File: src/rtl/tff_pkg.sv
// rtl/tff_pkg.sv - shared mode encoding for the toggle/counter register bank
package tff_pkg;

   // Operation select carried on the mode field of the control interface.
   typedef enum logic [1:0] {
      MODE_TOGGLE = 2'b00,
      MODE_UP     = 2'b01,
      MODE_DOWN   = 2'b10,
      MODE_LOAD   = 2'b11
   } tff_mode_t;

endpackage

File: src/rtl/tff_counter_if.sv
// rtl/tff_counter_if.sv - control and status bundle for tff_counter
interface tff_counter_if
   import tff_pkg::*;
#(
   parameter int WIDTH = 8
);

   logic             en;
   tff_mode_t        mode;
   logic [WIDTH-1:0] t;
   logic [WIDTH-1:0] d;
   logic [WIDTH-1:0] q;
   logic             ovf;
   logic             zero;

   // The controlling side drives operation and operands, observes state.
   modport master (
      output en, mode, t, d,
      input  q, ovf, zero
   );

   // The register bank consumes operation and operands, reports state.
   modport slave (
      input  en, mode, t, d,
      output q, ovf, zero
   );

endinterface

File: src/rtl/tff_counter.sv
// rtl/tff_counter.sv - WIDTH-bit masked toggle bank / up-down counter with limit pulse
module tff_counter
   import tff_pkg::*;
#(
   parameter int               WIDTH    = 8,
   parameter bit               SATURATE = 1'b0,
   parameter logic [WIDTH-1:0] RST_VAL  = '0
) (
   input  logic         clk,
   input  logic         rst,
   tff_counter_if.slave bus
);

   localparam logic [WIDTH-1:0] MAX_VAL = '1;
   localparam logic [WIDTH-1:0] ONE     = WIDTH'(1);

   // Limit compares are made once on the current state and shared by the
   // counting limits and the zero flag.
   logic at_max;
   logic at_zero;

   assign at_max   = (bus.q == MAX_VAL);
   assign at_zero  = (bus.q == '0);
   assign bus.zero = at_zero;

   // State and boundary pulse: reset, then enable, then the sampled mode.
   always_ff @(posedge clk) begin
      if (!rst) begin
         bus.q   <= RST_VAL;
         bus.ovf <= 1'b0;
      end else if (!bus.en) begin
         bus.ovf <= 1'b0;
      end else begin
         case (bus.mode)
            MODE_TOGGLE: begin
               bus.q   <= bus.q ^ bus.t;
               bus.ovf <= 1'b0;
            end
            MODE_UP: begin
               if (at_max) begin
                  // Saturating counters park at the limit but keep flagging it.
                  bus.q   <= SATURATE ? MAX_VAL : '0;
                  bus.ovf <= 1'b1;
               end else begin
                  bus.q   <= bus.q + ONE;
                  bus.ovf <= 1'b0;
               end
            end
            MODE_DOWN: begin
               if (at_zero) begin
                  bus.q   <= SATURATE ? '0 : MAX_VAL;
                  bus.ovf <= 1'b1;
               end else begin
                  bus.q   <= bus.q - ONE;
                  bus.ovf <= 1'b0;
               end
            end
            default: begin
               // A load is never a boundary event, even when d is a limit.
               bus.q   <= bus.d;
               bus.ovf <= 1'b0;
            end
         endcase
      end
   end

endmodule

File: src/flat_wrapper.sv
// flat-port wrapper written by rule: the top's interface ports become plain ports
module tff_counter_flat import tff_pkg::*;
#(
   parameter int               WIDTH    = 8,
   parameter bit               SATURATE = 1'b0,
   parameter logic [WIDTH-1:0] RST_VAL  = '0
)
  (clk, rst, bus_en, bus_mode, bus_t, bus_d, bus_q, bus_ovf, bus_zero);
  tff_counter_if #(.WIDTH(WIDTH)) bus_i ();
  input  logic clk;
  input  logic rst;
  input wire logic [$bits(bus_i.en)-1:0] bus_en;
  input wire logic [$bits(bus_i.mode)-1:0] bus_mode;
  input wire logic [$bits(bus_i.t)-1:0] bus_t;
  input wire logic [$bits(bus_i.d)-1:0] bus_d;
  output wire logic [$bits(bus_i.q)-1:0] bus_q;
  output wire logic [$bits(bus_i.ovf)-1:0] bus_ovf;
  output wire logic [$bits(bus_i.zero)-1:0] bus_zero;
  assign bus_i.en = bus_en;
  assign bus_i.mode = bus_mode;
  assign bus_i.t = bus_t;
  assign bus_i.d = bus_d;
  assign bus_q = bus_i.q;
  assign bus_ovf = bus_i.ovf;
  assign bus_zero = bus_i.zero;
  tff_counter #(.WIDTH(WIDTH), .SATURATE(SATURATE), .RST_VAL(RST_VAL)) u_core (.clk(clk), .rst(rst), .bus(bus_i));
endmodule
File: config.mk
export PLATFORM = sky130hd
export DESIGN_NAME = tff_counter_flat
export DESIGN_NICKNAME = d
export VERILOG_FILES = /design/src/rtl/tff_pkg.sv /design/src/rtl/tff_counter_if.sv /design/src/rtl/tff_counter.sv /design/src/flat_wrapper.sv
export SDC_FILE = /design/constraint.sdc
export NUM_CORES = 1
export LEC_CHECK = 0
export ABC_AREA = 0
export BUFFER_PORTS_ARGS = -buffer_cell sky130_fd_sc_hd__buf_2
export CORE_MARGIN = 3
export CORE_UTILIZATION = 50
export DETAILED_ROUTE_END_ITERATION = 10
export MAX_ROUTING_LAYER = met4
export PLACE_DENSITY_LB_ADDON = 0.25
export RECOVER_POWER = 25
export SLEW_MARGIN = 30
export SYNTH_ARGS = -nofsm -noshare
export SYNTH_HDL_FRONTEND = slang
export SYNTH_SLANG_ARGS = --single-unit
export TNS_END_PERCENT = 100
File: constraint.sdc
create_clock -name clk -period 5.1 [get_ports clk]
set_input_delay 0.255 -clock clk [delete_from_list [all_inputs] [get_ports clk]]
set_output_delay 0.255 -clock clk [all_outputs]
set_load 0.01 [all_outputs]
After elaboration in Yosys (flattened, before gate mapping)
Cells that the tools add are included.

Register bits after elaboration: 9. Bits of input ports: 21. Output and inout bits: 10. Logic and storage cells: 17.

Add/sub/neg operators: 2. Eq/ne operators: 3. Muxes and demuxes: 6. Bitwise gates (word level): 1. Reduce and logical (&&, ||, !) cells: 3.

Operator list (number): $pmux 8 s3 (1); $mux 8 (2); $add 8x1->8 const B (1); $eq 8x8->1 const B (1); $logic_not 8->1 (1); $sub 8x1->8 const B (1); $xor 8x8->8 (1); $eq 2x1->1 const B (1); $eq 2x2->1 const B (1); $logic_not 2->1 (1); $mux 1 (2); $pmux 1 s2 (1); $reduce_and 2->1 (1).

Longest topological paths before layout
Depth after elaboration: 3. Gate-level depth with buffers: 8. Depth with buffers taken out: 7.

Worst setup path after synthesis
Ideal clock, no wire load.

Path kind: register to register. Start point: register u_core.bus.q[5]. End point: register u_core.bus.q[2]. Library setup time: 0.088 ns. Arrival time: 1.892 ns. Required time: 5.012 ns. Setup slack: 3.120 ns. Cell stages (with the launch flop): 7. Buffers on the path: 1. Period minus slack after synthesis: 1.980 ns. Cell sequence: dfxtp_1 buf_6 or4_4 nor4b_4 a21o_4 a211oi_2 o32ai_2.

Word-level cells in the longest chain between the ends: 3. Elaborated cells between the ends (all ways): 5. Those cells by class: 1 x eq/ne; 3 x mux; 1 x reduce/logical.

RTL lines: start, declared (RTL line tff_counter_if.sv:25) `output q, ovf, zero`; start signal, assigned (RTL line tff_counter.sv:36) `bus.q <= bus.q ^ bus.t;`; start signal, assigned (RTL line tff_counter.sv:42) `bus.q <= SATURATE ? MAX_VAL : '0;`; start signal, assigned (RTL line tff_counter.sv:45) `bus.q <= bus.q + ONE;`; $logic_not 8->1 (RTL line tff_counter.sv:23) `assign at_zero = (bus.q == '0);`; net bus_zero (RTL line flat_wrapper.sv:18) `output wire logic [$bits(bus_i.zero)-1:0] bus_zero;`; $mux 8 (RTL line tff_counter.sv:50) `if (at_zero) begin`; $pmux 8 s3 (RTL line tff_counter.sv:34) `case (bus.mode)`.

The timed path passes the listed nets, and every way through them passes these cells. A chain may end at the register's enable or synchronous reset.

Worst setup path in the final report
Start point: register u_core.bus.q[2]. End point: output bus_zero.

Word-level cells in the longest chain between the ends: 1.

RTL lines (RTL line): $logic_not 8->1 (tff_counter.sv:23); end, declared (flat_wrapper.sv:18).

No other way between the ends.

==> results.json <==
{
  "cts_resized": 0,
  "synth_area_um2": 1020,
  "viasPerCell": 6.34,
  "met3_usage_pct": 4.66,
  "grtUsageTotal_pct": 25.9,
  "syn_inst": 131,
  "fin_ws_ns": 2.91,
  "synth_top_area_share_pct": 17.7,
  "synth-seq-cells": 9,
  "grt_max_degree": 16,
  "slew_headroom_pct": 62.7,
  "status": "complete, no violations",
  "worst_slew_pin_slew_ns": 0.559,
  "grt_util_met2_pct": 39.3,
  "drc": 0,
  "routedWlPerCell_um": 16.4,
  "ir_worst_vdd_uv": 125,
  "seq_area_frac_synth_pct": 17.7,
  "cp.required_ns": 4.85,
  "fin_worst_skew_ns": 0.00185,
  "antenna_found_initial": 0,
  "syn2layout_area_growth_pct": 14.5,
  "avgSynthCellArea_um2": 7.77,
  "grt_pass1_wl_mm": 4.99,
  "worst_hold_path_type": "in -> reg",
  "rows": 15,
  "synth_edf_count": 0,
  "start_util_pct": 55.9,
  "io_pins": 31,
  "synthTopCellsByArea": "dfxtp_1 (18%), ha_1 (8.6%), nand2b_1 (6.1%)",
  "fill_cells": 168,
  "synth_flop_cell": "dfxtp_1",
  "r2r_setup_slack_ns": 3.05,
  "drv_cap": 0,
  "dp_slack_ns": 3.10,
  "path_class": "reg -> out",
  "nNetsFinal": 184,
  "grt_overflow": 0,
  "post-route-period-util_pct": 42.9,
  "clockBufferDepth": 2,
  "hpwl_mm": 2.20,
  "holdBufCountCts": 0,
  "place_congestion": 0.923,
  "cts_buffers": 3,
  "root_buffer": "clkbuf_4",
  "yosys-top-cells-count": "a21oi_1 (12), nand2b_1 (10), dfxtp_1 (9), inv_1 (9), nand2_1 (9)",
  "vias": 1141,
  "postCtsSetupBuffers": 0,
  "drt-total-wl_mm": 2.95,
  "clk_pin_slew_ns": 0.07,
  "die_w_um": 51.1,
  "portBuffers": 30,
  "clock_latency_ns": 0.27,
  "syn-num-nets": 159,
  "yosysUniqueCellTypes": 43,
  "worst_ep_arrival_time_ns": 1.93,
  "yosys_warnings": 0,
  "end_kind": "output pin",
  "firstDrtPassIters": 4,
  "power.leakage_nw": 0.477,
  "die_h_um": 51.1,
  "grt_use_met1_pct": 33.4,
  "async_reset_ff_share_pct": 0,
  "drive_above_1_share_pct": 22.6,
  "cts.sinks": 9,
  "cts_max_level": 1,
  "layout_min_cycle_time_ns": 2.19,
  "hold_viol": 0,
  "core_um2": 1820,
  "drtAntennaViolNets": 0,
  "rsz0062_at_grt": "false",
  "power_density_nw_per_um2": 225,
  "grt_pass1_vias": 1080,
  "top_usage_layer": "met2",
  "crit_fanout": 13,
  "dieArea_um2": 2610,
  "finalSetupViolCount": 0,
  "yosysMostFrequentCell": "a21oi_1",
  "cts_tree": "done",
  "start_kind": "register",
  "slew_viol_final": 0,
  "yosysTopAreaCell": "dfxtp_1",
  "setup_tns_ns": 0,
  "diodes": 0,
  "first_iter_violations": 69,
  "max_freq_mhz": 457
}
sequential cells by signal, summed over array words and instances, names as in the netlist:
name,count
u_core.bus.q,8
u_core.bus.ovf,1
cell families after synthesis:
kind of cell	Yosys count	synth area share (%)
fa+ha+maj	7	8.60
simple gates	42	24.4
flops	9	17.7
compound gates	48	35.4
buf+inv	19	8.72
xor+xnor	6	5.16
area by class of cell:
type / count / area, um2 / area share, %
flip-flops and latches: 9 / 180 / 15.5
well taps: 25 / 31.3 / 2.68
repair buffers: 30 / 145 / 12.4
clock buffers: 4 / 26.3 / 2.25
inverters: 9 / 33.8 / 2.90
multi-input cells: 103 / 749 / 64.3
layer usage:
metal,part of all wire (%),wire (um)
met1,41,1210
met2,44,1310
met3,12,354
met4,2.7,79
met5,0,0
final timing paths:
check | from | endpoint | cells after the start
setup / recovery | u_core.bus.q[2]$_SDFFE_PN0P_ | bus_zero | 3
hold / removal | bus_d[1] | u_core.bus.q[1]$_SDFFE_PN0P_ | 3
setup reg to reg | u_core.bus.q[2]$_SDFFE_PN0P_ | u_core.bus.q[2]$_SDFFE_PN0P_ | 5
hold reg to reg | u_core.bus.q[1]$_SDFFE_PN0P_ | u_core.bus.q[1]$_SDFFE_PN0P_ | 2
worst max-delay path, stage by stage, from the launching register on:
cell,delay (ns)
dfxtp_1,0.44
or4_4,0.61
nor4b_4,0.41
buf_2,0.21
report_power, final:
group	switching [mW]	internal (mW)	total (mW)
sequential	0.0176	0.0764	0.0939
clock	0.0300	0.0304	0.0604
combinational	0.0564	0.0515	0.108
metrics by stage:
stage          hold WS (ns)  utilization [%]  std cells  cell area (um2)  power (mW)
2_1_floorplan         0.459                -        131             1020       0.171
3_3_place_gp          0.589             62.9        176             1140       0.198
3_5_place_dp          0.582             62.9        176             1140       0.202
4_1_cts               0.302             64.3        180             1170       0.260
5_1_grt               0.334             64.1        180             1170       0.278
6_report              0.295             64.1        180             1170       0.262
cells in the final DEF (no fill, tap or decap), types with 2 or more instances in the layout:
cell type and count:
a211oi_1 4, a21boi_0 2, a21oi_1 12, a221oi_1 2, a31oi_1 5, a41o_1 2, buf_2 26, clkbuf_1 5
clkbuf_4 3, dfxtp_1 9, ha_1 7, inv_1 9, nand2_1 9, nand2b_1 10, nand3_1 4, nor2_1 4
nor2b_1 3, nor3_1 3, o211ai_1 2, o21ai_0 4, o221ai_1 6, xnor2_1 3, xor2_1 3
Power figures use the tool's default switching activity.
